===== src/rtl/adc_offset_cal_ctrl_if.sv =====
// Sample/result/calibration bundle for the ADC offset calibration controller.
// The master drives samples and calibration requests; the slave is the controller.
interface adc_offset_cal_ctrl_if #(
    parameter int DATA_W = 16
);
    logic              calStart;
    logic              sampleValid;
    logic [DATA_W-1:0] sampleData;
    logic [DATA_W-1:0] dataOutput;
    logic              outValid;
    logic [DATA_W-1:0] offset;
    logic              calBusy;
    logic              calDone;

    modport master (
        output calStart, sampleValid, sampleData,
        input  dataOutput, outValid, offset, calBusy, calDone
    );

    modport slave (
        input  calStart, sampleValid, sampleData,
        output dataOutput, outValid, offset, calBusy, calDone
    );
endinterface


===== src/rtl/adc_offset_cal_ctrl.sv =====
// ADC DC-offset removal: continuous offset subtraction plus a settle/average
// calibration sequence that reloads the offset register.
//
// state  | meaning
// IDLE   | waiting for calStart
// SETTLE | discarding SETTLE_N valid samples
// ACCUM  | summing 2^AVG_LOG2 valid samples
// APPLY  | loading rounded mean into offset, calDone high
module adc_offset_cal_ctrl #(
    parameter int DATA_W         = 16,
    parameter int DEFAULT_OFFSET = 450,
    parameter int SETTLE_N       = 8,
    parameter int AVG_LOG2       = 4
) (
    input  logic                 clk,
    input  logic                 rst,
    adc_offset_cal_ctrl_if.slave cal_if
);
    localparam int ACC_W   = DATA_W + AVG_LOG2;
    localparam int AVG_N   = 2 ** AVG_LOG2;
    localparam int CNT_MAX = (SETTLE_N > AVG_N) ? SETTLE_N : AVG_N;
    localparam int CNT_W   = (CNT_MAX > 1) ? $clog2(CNT_MAX) : 1;

    localparam logic [CNT_W-1:0]  SETTLE_LOAD = CNT_W'(SETTLE_N - 1);
    localparam logic [CNT_W-1:0]  AVG_LOAD    = CNT_W'(AVG_N - 1);
    localparam logic [ACC_W-1:0]  ROUND_HALF  = ACC_W'(1) << (AVG_LOG2 - 1);
    localparam logic [DATA_W-1:0] OFFSET_RST  = DATA_W'(DEFAULT_OFFSET);

    typedef enum logic [1:0] {
        S_IDLE   = 2'd0,
        S_SETTLE = 2'd1,
        S_ACCUM  = 2'd2,
        S_APPLY  = 2'd3
    } state_t;

    state_t            r_state;
    logic [CNT_W-1:0]  r_cnt;
    logic [ACC_W-1:0]  r_acc;
    logic [DATA_W-1:0] r_offset;
    logic              r_busy;
    logic              r_done;
    logic [DATA_W-1:0] r_data_out;
    logic              r_out_valid;

    logic              w_sample;
    logic              w_cnt_tc;
    logic [DATA_W-1:0] w_new_offset;

    assign w_sample = cal_if.sampleValid;
    assign w_cnt_tc = (r_cnt == '0);

    // Carry past ACC_W only affects bits above DATA_W after the shift, so the
    // ACC_W-wide sum is enough before truncation.
    assign w_new_offset = DATA_W'((r_acc + ROUND_HALF) >> AVG_LOG2);

    always_ff @(posedge clk or posedge rst) begin
        if (rst) begin
            r_state  <= S_IDLE;
            r_cnt    <= '0;
            r_acc    <= '0;
            r_offset <= OFFSET_RST;
            r_busy   <= 1'b0;
            r_done   <= 1'b0;
        end else begin
            r_done <= 1'b0;
            case (r_state)
                S_IDLE: begin
                    if (cal_if.calStart) begin
                        r_state <= S_SETTLE;
                        r_cnt   <= SETTLE_LOAD;
                        r_acc   <= '0;
                        r_busy  <= 1'b1;
                    end
                end
                S_SETTLE: begin
                    if (w_sample) begin
                        if (w_cnt_tc) begin
                            r_state <= S_ACCUM;
                            r_cnt   <= AVG_LOAD;
                        end else begin
                            r_cnt <= r_cnt - 1'b1;
                        end
                    end
                end
                S_ACCUM: begin
                    if (w_sample) begin
                        r_acc <= r_acc + ACC_W'(cal_if.sampleData);
                        if (w_cnt_tc) begin
                            r_state <= S_APPLY;
                            r_done  <= 1'b1;
                        end else begin
                            r_cnt <= r_cnt - 1'b1;
                        end
                    end
                end
                S_APPLY: begin
                    r_offset <= w_new_offset;
                    r_state  <= S_IDLE;
                    r_busy   <= 1'b0;
                end
                default: begin
                    r_state <= S_IDLE;
                    r_busy  <= 1'b0;
                end
            endcase
        end
    end

    // Offset subtraction runs in every state with the offset held at this edge.
    always_ff @(posedge clk or posedge rst) begin
        if (rst) begin
            r_data_out  <= '0;
            r_out_valid <= 1'b0;
        end else begin
            r_out_valid <= w_sample;
            if (w_sample) begin
                r_data_out <= cal_if.sampleData - r_offset;
            end
        end
    end

    assign cal_if.dataOutput = r_data_out;
    assign cal_if.outValid   = r_out_valid;
    assign cal_if.offset     = r_offset;
    assign cal_if.calBusy    = r_busy;
    assign cal_if.calDone    = r_done;
endmodule


===== src/flat_wrapper.sv =====
// flat-port wrapper written by rule: the top's interface ports become plain ports
module adc_offset_cal_ctrl_flat 
#(
    parameter int DATA_W         = 16,
    parameter int DEFAULT_OFFSET = 450,
    parameter int SETTLE_N       = 8,
    parameter int AVG_LOG2       = 4
)
  (clk, rst, cal_if_calStart, cal_if_sampleValid, cal_if_sampleData, cal_if_dataOutput, cal_if_outValid, cal_if_offset, cal_if_calBusy, cal_if_calDone);
  adc_offset_cal_ctrl_if #(.DATA_W(DATA_W)) cal_if_i ();
  input  logic clk;
  input  logic rst;
  input wire logic [$bits(cal_if_i.calStart)-1:0] cal_if_calStart;
  input wire logic [$bits(cal_if_i.sampleValid)-1:0] cal_if_sampleValid;
  input wire logic [$bits(cal_if_i.sampleData)-1:0] cal_if_sampleData;
  output wire logic [$bits(cal_if_i.dataOutput)-1:0] cal_if_dataOutput;
  output wire logic [$bits(cal_if_i.outValid)-1:0] cal_if_outValid;
  output wire logic [$bits(cal_if_i.offset)-1:0] cal_if_offset;
  output wire logic [$bits(cal_if_i.calBusy)-1:0] cal_if_calBusy;
  output wire logic [$bits(cal_if_i.calDone)-1:0] cal_if_calDone;
  assign cal_if_i.calStart = cal_if_calStart;
  assign cal_if_i.sampleValid = cal_if_sampleValid;
  assign cal_if_i.sampleData = cal_if_sampleData;
  assign cal_if_dataOutput = cal_if_i.dataOutput;
  assign cal_if_outValid = cal_if_i.outValid;
  assign cal_if_offset = cal_if_i.offset;
  assign cal_if_calBusy = cal_if_i.calBusy;
  assign cal_if_calDone = cal_if_i.calDone;
  adc_offset_cal_ctrl #(.DATA_W(DATA_W), .DEFAULT_OFFSET(DEFAULT_OFFSET), .SETTLE_N(SETTLE_N), .AVG_LOG2(AVG_LOG2)) u_core (.clk(clk), .rst(rst), .cal_if(cal_if_i));
endmodule

===== config.mk =====
export PLATFORM = sky130hd
export DESIGN_NAME = adc_offset_cal_ctrl_flat
export DESIGN_NICKNAME = d
export VERILOG_FILES = /design/src/rtl/adc_offset_cal_ctrl_if.sv /design/src/rtl/adc_offset_cal_ctrl.sv /design/src/flat_wrapper.sv
export SDC_FILE = /design/constraint.sdc
export NUM_CORES = 1
export LEC_CHECK = 0
export ABC_AREA = 1
export ABC_CLOCK_PERIOD_IN_PS = 2050
export CELL_PAD_IN_SITES_DETAIL_PLACEMENT = 1
export CELL_PAD_IN_SITES_GLOBAL_PLACEMENT = 1
export CORE_MARGIN = 2
export CORE_UTILIZATION = 48
export CTS_BUF_LIST = sky130_fd_sc_hd__clkbuf_2 sky130_fd_sc_hd__clkbuf_4 sky130_fd_sc_hd__clkbuf_8
export DETAILED_ROUTE_END_ITERATION = 16
export DONT_BUFFER_PORTS = 1
export PLACE_DENSITY_LB_ADDON = 0.1
export SETUP_SLACK_MARGIN = 0.1
export SLEW_MARGIN = 20
export SYNTH_ARGS = -nofsm -noshare
export SYNTH_HDL_FRONTEND = slang
export SYNTH_SLANG_ARGS = --single-unit

===== constraint.sdc =====
create_clock -name clk -period 2.05 [get_ports clk]
set_clock_uncertainty 0.05 [all_clocks]
set_input_delay 0.3075 -clock clk [delete_from_list [all_inputs] [get_ports clk]]
set_output_delay 0.3075 -clock clk [all_outputs]
set_load 0.005 [all_outputs]

==> run summary, run 1 <==
Pin count of the biggest net entering global routing: 39. Synthesis produced a netlist whose cell count is 672. After detailed routing, the number of remaining DRC violations is 0.

The number of clock sinks is 61, and the sum of routed wire length over all layers is 17100 µm. For this design the top-level I/O count stands at 55. For the static leakage, the log shows 2.76 nW.

The distinct cell type count of the synthesized netlist was 38; the share of the yosys chip area belonging to registers was 33.0%. The final layout contains 765 nets. Post-route core utilization: 61.2%. TritonCTS built the clock tree.

Detailed-route wire length per cell: 20.4 µm. From synthesis to final layout, the design area changed by 23.0%. The largest fanout on the critical path came out at 4. Clock root buffer: sky130_fd_sc_hd__clkbuf_8. IR analysis of the VDD net gives a maximum drop of 0.515 mV.

Clock-pin slew was measured on the worst setup and hold paths at 0.08 ns. For the critical path arrival, the log shows 2.15 ns. The tools report the netlist area before placement as 4640 µm².

The number of buffers inserted during clock tree synthesis was 9; the final critical-path share of the clock period was 95.0%. The routing layer with the top usage in global route is met2. Counting flops with an async set or reset pin after synthesis yields a share of 100%. The final count of pins violating max slew is 0. The number of endpoints with negative hold slack in the final report is 0, and the minimum clock period is 1.95 ns.

For this run, the leading register cell type out of synthesis is sky130_fd_sc_hd__dfrtp_1. Setup violations remaining at the end of the flow were counted as 0. The post-synthesis register bit count is 61. Summed over all failing endpoints, the final setup total negative slack is 0 ns. The worst setup path is captured at a flip-flop. For the combinational fraction of design power, the log shows 58.6%. The post-detailed-placement half-perimeter wirelength came out at 11300 µm. Worst hold margin: 0.00339 ns. The number of antenna diodes in the final layout is 0.

For the worst-skew pair, the clock arrives at the later sink with an insertion delay of 0.36 ns. Once the floorplan was initialized, standard cells occupied 49.7% of the core. In this run the tool buffered the top-level ports with 0 buffer cells. After floorplanning, the core was divided into 35 placement rows. Dividing total power by cell area gives a power density of 1410 nW/µm².

For the total power consumption of the routed design, the log shows 8.02 mW. The first global-routing pass estimated 24100 µm of wire. Global routing consumed, over all layers together, 29.8% of the routing resources.

Across all layers, the routed design uses 4869 vias. Of the cells placed in the final design, the portion with a size suffix greater than 1 is 22.3%. The slew at the pin with the worst max-slew slack works out to 0.596 ns. The worst pin sits at a relative slew slack of 59.9%. The path class of the tightest hold or removal check is input pin to flip-flop. Global routing finished with a remaining overflow of 0. Global routing used 53.7% of the available met2 tracks. In this run the standard cell core region covers 9330 µm².

The routing usage on met1 came out at 35.2%. Count of synthesis-stage warnings from yosys: 0. Cell internal power was estimated by the tool at 4.11 mW. Startpoint kind of the worst setup timing path: a flip-flop. Once detail routing completed, the nets flagged for antenna violations numbered 0. Before antenna repair, the detailed router went through 5 iterations. The height of the die was 102 µm; the filler cell count in the final layout was 1203.

The critical path is of the flip-flop to flip-flop type. The switching part of the total was 48.8%. Derived from the worst setup path, the maximum achievable clock frequency is 513 MHz. The average instance in the mapped netlist occupies 6.90 µm². At the worst endpoint, the required time is 2.26 ns.

The run gives 15.0% as the clock network power share. Global routing met3 resource utilization: 5.13%. The tools report the post-synth net total as 732. The H-tree was split into 3 levels. The share of total power dissipated in sequential elements is 26.4%. The via count of the first global-routing pass is 4940, and the number of synthesized flops with an enable pin is 0. The tools report the overall die area as 10500 µm². The total of max-cap violations was 0.

For the weighted congestion at the end of routability-driven global placement, the log shows 0.890. The flow ran to the end, and the final reports show no timing, DRC or antenna violations. The die is 102 µm wide. In this run, the number of DRC markers left after iteration 0 of detailed routing was 234.

The logs give 3.91 mW for the switching power total and 2 for the clock tree buffer depth. For the initial antenna violation count, the log shows 0. The number of vias per cell works out to 5.80.
Yosys cell counts (2+ instances only):
master	n	area, µm²
sky130_fd_sc_hd__nand2_1	215	807
sky130_fd_sc_hd__inv_1	91	342
sky130_fd_sc_hd__dfrtp_1	57	1430
sky130_fd_sc_hd__nor2_1	54	203
sky130_fd_sc_hd__nand3_1	46	230
sky130_fd_sc_hd__a21oi_1	45	225
sky130_fd_sc_hd__ha_1	38	475
sky130_fd_sc_hd__o21ai_0	38	190
sky130_fd_sc_hd__xor2_1	7	61.3
sky130_fd_sc_hd__nand3b_1	6	45.0
sky130_fd_sc_hd__o21ai_1	5	25.0
sky130_fd_sc_hd__o22ai_1	5	31.3
sky130_fd_sc_hd__and2_1	4	25.0
sky130_fd_sc_hd__buf_2	4	20.0
sky130_fd_sc_hd__clkbuf_1	4	15.0
sky130_fd_sc_hd__dfstp_2	4	105
sky130_fd_sc_hd__nand3_2	4	40.0
sky130_fd_sc_hd__nand4_1	4	25.0
sky130_fd_sc_hd__nor2_2	4	25.0
sky130_fd_sc_hd__nor3_1	4	20.0
sky130_fd_sc_hd__or2_2	4	25.0
sky130_fd_sc_hd__xnor2_1	4	35.0
sky130_fd_sc_hd__a31oi_1	3	18.8
sky130_fd_sc_hd__nor2_4	3	33.8
sky130_fd_sc_hd__a21o_1	2	15.0
sky130_fd_sc_hd__a22o_1	2	17.5
sky130_fd_sc_hd__a32o_1	2	20.0
sky130_fd_sc_hd__fa_1	2	40.0
sky130_fd_sc_hd__nor4_1	2	12.5
path summary, 6_finish.rpt:
| kind | from | endpoint | slack [ns] | cells past startpoint |
|---|---|---|---|---|
| worst max-delay path | u_core.cal_if.offset[3] | u_core.cal_if.dataOutput[8] | 0.10 | 11 |
| worst min-delay path | cal_if_sampleValid | u_core.cal_if.dataOutput[4] | 0.003 | 1 |
| worst max register to register | u_core.cal_if.offset[3] | u_core.cal_if.dataOutput[8] | 0.10 | 11 |
| worst min register to register | u_core.cal_if.dataOutput[10] | u_core.cal_if.dataOutput[10] | 0.46 | 2 |
| max in group asynchronous | rst | u_core.cal_if.offset[7] | 0.85 | 3 |
| min in group asynchronous | rst | u_core.r_cnt[0] | 0.41 | 2 |
layout make-up:
class	count	area, µm²	share of cell area [%]
sequential	61	1530	26.9
inverter	91	345	6.05
clock inverter	2	35.0	0.614
clock buffer	14	174	3.05
multi-input combinational	510	3200	56.0
timing repair buffer	32	259	4.54
tap	129	161	2.83
worst max-delay path, cell delays in order (launching register included):
cell and delay, ns:
sky130_fd_sc_hd__dfrtp_1 0.40, sky130_fd_sc_hd__inv_1 0.09, sky130_fd_sc_hd__ha_1 0.37, sky130_fd_sc_hd__a21oi_1 0.22, sky130_fd_sc_hd__o21ai_2 0.10, sky130_fd_sc_hd__buf_6 0.14, sky130_fd_sc_hd__nand2_2 0.08, sky130_fd_sc_hd__nand2_4 0.08
sky130_fd_sc_hd__nand2_2 0.10, sky130_fd_sc_hd__nand3b_1 0.07, sky130_fd_sc_hd__nand3_1 0.08, sky130_fd_sc_hd__nand2_1 0.05
power by group through the flow:
stage / Sequential (mW) / Clock [mW] / Combinational [mW]
2_1_floorplan: 1.98 / 0 / 2.57
3_3_place_gp: 2.05 / 0 / 3.36
6_report: 2.12 / 1.20 / 4.70
3_5_place_dp: 2.08 / 0 / 3.55
5_1_grt: 2.17 / 1.25 / 5.14
4_1_cts: 2.06 / 1.18 / 3.71
repair_timing:
item                                   in CTS  in global routing
setup endpoints to repair                  23                 29
endpoints found under the hold margin      23                  1
resized for setup                          17                 95
pin swaps                                   2                 15
hold buffers                                1                  1
buffers inserted                            2                 10
logic make-up (layout without fill, tap and decap cells):
family | count (synthesis) | count (layout) | share of synthesized area [%]
compound gates | 106 | 106 | 12.4
xor+xnor | 11 | 11 | 2.08
fa+ha+maj | 40 | 40 | 11.1
buf+inv | 101 | 139 | 8.53
flops | 61 | 61 | 33.0
simple gates | 353 | 353 | 32.9
sequential cells by signal (all words and copies together) (netlist names):
register,flops
u_core.cal_if.calBusy,1
u_core.cal_if.calDone,1
u_core.cal_if.dataOutput,16
u_core.cal_if.offset,16
u_core.cal_if.outValid,1
u_core.r_acc,20
u_core.r_cnt,4
u_core.r_state,2
cell usage in the layout (no fill, tap or decap), types with 4 or more instances in the layout:
cell | Yosys | layout
sky130_fd_sc_hd__ha_4 | 0 | 19
sky130_fd_sc_hd__nand3_1 | 46 | 39
sky130_fd_sc_hd__inv_2 | 0 | 4
sky130_fd_sc_hd__o21ai_0 | 38 | 35
sky130_fd_sc_hd__ha_1 | 38 | 14
sky130_fd_sc_hd__dfstp_2 | 4 | 4
sky130_fd_sc_hd__clkbuf_8 | 1 | 11
sky130_fd_sc_hd__ha_2 | 0 | 5
sky130_fd_sc_hd__inv_1 | 91 | 86
sky130_fd_sc_hd__nor2_2 | 4 | 10
sky130_fd_sc_hd__a21oi_1 | 45 | 32
sky130_fd_sc_hd__a21oi_2 | 0 | 13
sky130_fd_sc_hd__xor2_1 | 7 | 7
sky130_fd_sc_hd__o21ai_1 | 5 | 4
sky130_fd_sc_hd__xnor2_1 | 4 | 4
sky130_fd_sc_hd__dfrtp_1 | 57 | 55
sky130_fd_sc_hd__nor2_1 | 54 | 44
sky130_fd_sc_hd__buf_4 | 0 | 27
sky130_fd_sc_hd__nand2_1 | 215 | 193
sky130_fd_sc_hd__nor2_4 | 3 | 7
sky130_fd_sc_hd__and2_1 | 4 | 4
sky130_fd_sc_hd__nand3b_1 | 6 | 6
sky130_fd_sc_hd__nand4_1 | 4 | 4
sky130_fd_sc_hd__nand3_2 | 4 | 10
sky130_fd_sc_hd__nand2_2 | 0 | 20
sky130_fd_sc_hd__o22ai_1 | 5 | 5
stage by stage:
step | instance area (µm²) | setup slack, ns | instances
5_1_grt | 5710 | -0.0458 | 839
4_1_cts | 5180 | 0.0861 | 828
2_1_floorplan | 4640 | 0.135 | 672
6_report | 5710 | 0.103 | 839
3_5_place_dp | 4890 | -0.154 | 809
3_3_place_gp | 4890 | -0.0455 | 809
metal layers:
| layer | share of wire, % | up-vias |
|---|---|---|
| met5 | 0 | - |
| met4 | 3.0 | 0 |
| met3 | 4.7 | 42 |
| met2 | 51 | 139 |
| met1 | 41 | 2450 |
| li1 | - | 2238 |
No activity file was read; power rests on OpenSTA's default activity.
==> run 2, diff against run 1 <==
--- a/config.mk
+++ b/config.mk
@@ -15,6 +15,7 @@
 export DETAILED_ROUTE_END_ITERATION = 16
 export DONT_BUFFER_PORTS = 1
 export PLACE_DENSITY_LB_ADDON = 0.1
+export REMOVE_ABC_BUFFERS = 1
 export SETUP_SLACK_MARGIN = 0.1
 export SLEW_MARGIN = 20
 export SYNTH_ARGS = -nofsm -noshare
==> run 2 against run 1 <==
  * The run now ends with setup timing left
  * Largest cell class unchanged
  * Cell area fell by 1.7%
  * Sequential power is essentially flat
  * Worst setup slack lost 0.13 ns
==> run summary, run 2 (synthesis gave the netlist of run 1 again) <==
The flow ran to the end, but the final reports show violations. The final reports fail on setup timing. The number of buffer and inverter instances along the worst setup path works out to 1 (-1).

In the layout the commonest cells are sky130_fd_sc_hd__nand2_1 (195), sky130_fd_sc_hd__inv_1 (86), sky130_fd_sc_hd__dfrtp_1 (56). The DRC violation total after the first TritonRoute iteration came out at 207 (-12%). The via count of the routed design came out at 4883 (+0.29%).

In this run the critical register-to-register path is launched from u_core.cal_if.offset[5]. The total placed instance area is 4890 µm² (-0.10%). The worst-skew pair later-pin latency was 0.35 ns (about the same). Via count of the first global-routing pass: 4899 (-0.83%). TritonCTS built the clock tree. The tools report the critical path arrival as 2.30 ns (+0.15 ns). The register-to-register setup slack was -0.02 ns (-0.13 ns). The layer flagged by global routing as most heavily used is met2. The fraction of final layout cells sized beyond drive strength 1 is 20.5% (-1.8 points), and the switching power total is 3.91 mW (about the same).

The tools report the worst hold endpoint as u_core.cal_if.dataOutput[4]. Slew at the pin with the worst max-slew slack: 0.486 ns (-0.110 ns). The minimum clock period came out at 2.07 ns (+0.125 ns).

The number of I/O pins came out at 55 (unchanged). The worst endpoint required time was 2.28 ns (+0.02 ns). The logs give 0.0230 ns (+0.0196 ns) for the worst hold margin and 4 (-1) for the first-pass iteration count of the detailed router. The final design instance area without fill is 5610 µm² (-1.7%). The logs give 4.10% (-1.0 points) for the global routing met3 resource utilization and 0 (unchanged) for the total of max-cap violations. The tools report the achievable frequency as 482 MHz (-6.1%). The worst ir drop on vdd is 0.630 mV (+22%), and the number of endpoints with negative hold slack in the final report is 0 (unchanged). The worst min-delay path class is input pin to flip-flop. The height of the die was 102 µm (unchanged); the final critical-path share of the clock period was 101% (+6.1 points). The run gives 3130 µm² (-2.1%) as the total area of multi-input combinational cells. The critical path in this run is classified as flip-flop to flip-flop. The clock tree buffer depth was 2 (unchanged); the static leakage was 2.75 nW (-0.59%).

The remaining antenna violation count after routing was 0 (unchanged). The setup slack after layout was -0.0230 ns (-0.125 ns); the first-pass GRT wire length was 23500 µm (-2.3%). The tools report the post-detailed-placement half-perimeter wirelength as 11400 µm (+1.3%). The register with the most flip-flops in the final layout is u_core.r_acc.

The tools report the routing usage on met1 as 35.6% (+0.45 points). The floorplan core area came out at 9330 µm² (unchanged). Global routing usage summed across all routing layers: 28.9% (-0.91 points). Overall die width: 102 µm (unchanged). Setup repair after global routing could not meet its margin everywhere.

The tools report the number of buffers inserted during clock tree synthesis as 9 (unchanged). The combinational fraction of design power was 58.7% (about the same); the total number of placement rows was 35 (unchanged). The number of buffers added on ports came out at 0 (unchanged). Largest fanout on the critical path: 4 (unchanged). STA classifies the critical path startpoint as a flip-flop.

The total power divided by cell area came out at 1410 nW/µm² (about the same). The category of the worst setup path capture point was a flip-flop. The detailed-route wire length per cell was 20.5 µm (+0.45%). The number of vias per cell was 5.83 (+0.53%); the pin count of the biggest net entering global routing was 25 (-36%). For the final count of pins violating max slew, the log shows 0 (unchanged).

The slowest cell on the critical path is sky130_fd_sc_hd__dfrtp_1. The logs give 0 (unchanged) for the count of unresolved DRC violations after routing and 3 (unchanged) for the total number of H-tree levels. Traced cell by cell, the critical path runs through inv_1 > ha_1 > a21oi_1 > o21ai_0 > nand2_1 > nand3_1 > nand2_1 > nand3_1 > nand2_1. The overall die area came out at 10500 µm² (unchanged).

The filler cell count in the final layout is 1208 (+0.42%). The run gives 17200 µm (+0.21%) as the sum of routed wire length over all layers. Leaving out fill and tap cells, the most frequent cell in the layout is sky130_fd_sc_hd__nand2_1. The initial antenna violation count was 0 (unchanged).

The logs give 14.7% (-0.3 points) for the clock network power share and 26.6% (+0.2 points) for the fraction of power consumed by sequential logic. The library cell appearing most often on the critical path was sky130_fd_sc_hd__nand2_1. In this run the clock root is driven by a sky130_fd_sc_hd__clkbuf_8. Reg-to-reg critical path endpoint: u_core.cal_if.dataOutput[12].

The number of diodes added for antenna fixing was 0 (unchanged); the internal power of the cells was 3.98 mW (-3.1%). The number of cells on the worst hold path was 1 (unchanged). The tools report the weighted congestion at the end of routability-driven global placement as 0.917 (+3.0%). The origin of the worst min-delay path was cal_if_sampleValid.

The number of clock sinks was 61 (unchanged); the starting utilization of the core area was 49.7% (unchanged). The final net count was 763 (-0.26%). The switching part of the total came out at 49.6% (+0.77 points).

The run gives 1530 µm² (about the same) as the total area of sequential cells. The clock-pin slew on the worst setup and hold paths is 0.08 ns (about the same). Final-report setup violation count: 1 (+1). In this design, the largest share of critical-path delay is due to compound AO/OA/AOI/OAI gates.

The total congestion overflow after global routing came out at 0 (unchanged). The number of flip-flops under the largest register name was 20 (unchanged); the worst-case reg-to-reg path depth was 9 (-2). The met2 layer usage reported by global route is 49.3% (-4.5 points).

The relative slew slack was 67.3% (+7.4 points); the delay of the slowest cell on the worst path was 0.42 ns (+0.02 ns). Compared with the post-synthesis result, the final layout area differs by 20.9%.
run 2: cell types whose count changed in the layout (fill, tap and decap cells not counted), moves of 2 or more:
cell,change
sky130_fd_sc_hd__ha_1,+4
sky130_fd_sc_hd__a21oi_2,-5
sky130_fd_sc_hd__nand2_1,+2
sky130_fd_sc_hd__a21oi_1,+5
sky130_fd_sc_hd__ha_4,-4
sky130_fd_sc_hd__buf_4,-2
sky130_fd_sc_hd__clkinvlp_4,+2
sky130_fd_sc_hd__o21ai_0,-3
sky130_fd_sc_hd__nand2_2,-3
sky130_fd_sc_hd__o21ai_1,+3
run 2: worst max-delay path by stage:
stage          cells after the start                           end  slack, ns               startpoint
6_report                           9  u_core.cal_if.dataOutput[12]      -0.02  u_core.cal_if.offset[5]
5_1_grt                            9  u_core.cal_if.dataOutput[12]      -0.06  u_core.cal_if.offset[5]
4_1_cts                            8  u_core.cal_if.dataOutput[14]       0.08  u_core.cal_if.offset[7]
3_5_place_dp                      11  u_core.cal_if.dataOutput[14]      -0.02  u_core.cal_if.offset[0]
3_3_place_gp                      11  u_core.cal_if.dataOutput[14]       0.02  u_core.cal_if.offset[0]
2_1_floorplan                      9               u_core.r_acc[6]       0.07        u_core.r_state[0]
run 2: worst reg2reg max path: cells and delay by family (launching register included):
kind	cells	cell delay [ns]
AO/OA/AOI/OAI	2	0.57
buffers and inverters	1	0.08
adder cells (fa/ha/maj)	1	0.38
AND/OR/NAND/NOR	5	0.51
flip-flops	1	0.42
run 2: power by group through the flow:
stage	clock (mW)	sequential, mW	combinational (mW)
after global routing	1.21	2.15	5.04
after floorplan	0	1.99	2.48
after detailed placement	0	2.07	3.58
after CTS	1.15	2.05	3.69
after global placement	0	2.04	3.36
final	1.16	2.09	4.63
run 2: repair_timing:
action                                  CTS  global route
endpoints found under the setup margin   20            31
pin swaps                                 2            14
resized for setup                        13            92
hold endpoints to repair                 17             0
hold buffers                              2             0
setup buffers                             1             7
cloned                                    0             1
run 2: per-stage QoR:
step	total power [mW]	cells	utilization, %	TNS [ns]	worst slack, ns
2_1_floorplan	4.47	662	-	0	0.0705
3_3_place_gp	5.40	810	52.4	0	0.0206
3_5_place_dp	5.65	810	52.4	-0.0328	-0.0205
4_1_cts	6.89	829	55.3	0	0.0765
5_1_grt	8.40	837	60.1	-0.0595	-0.0595
6_report	7.89	837	60.1	-0.0230	-0.0230
run 2: layer usage:
metal / wire (µm) / vias to the layer above
li1: - / 2224
met1: 6810 / 2448
met2: 8900 / 158
met3: 836 / 53
met4: 614 / 0
met5: 0 / -
run 2: area by class of cell:
| cell class | count | area share, % |
|---|---|---|
| clock buffers | 12 | 2.72 |
| clock inverters | 4 | 0.848 |
| inverters | 91 | 6.16 |
| multi-input cells | 510 | 55.8 |
| flip-flops and latches | 61 | 27.3 |
| well taps | 129 | 2.88 |
| repair buffers | 29 | 4.11 |
| repair inverters | 1 | 0.134 |
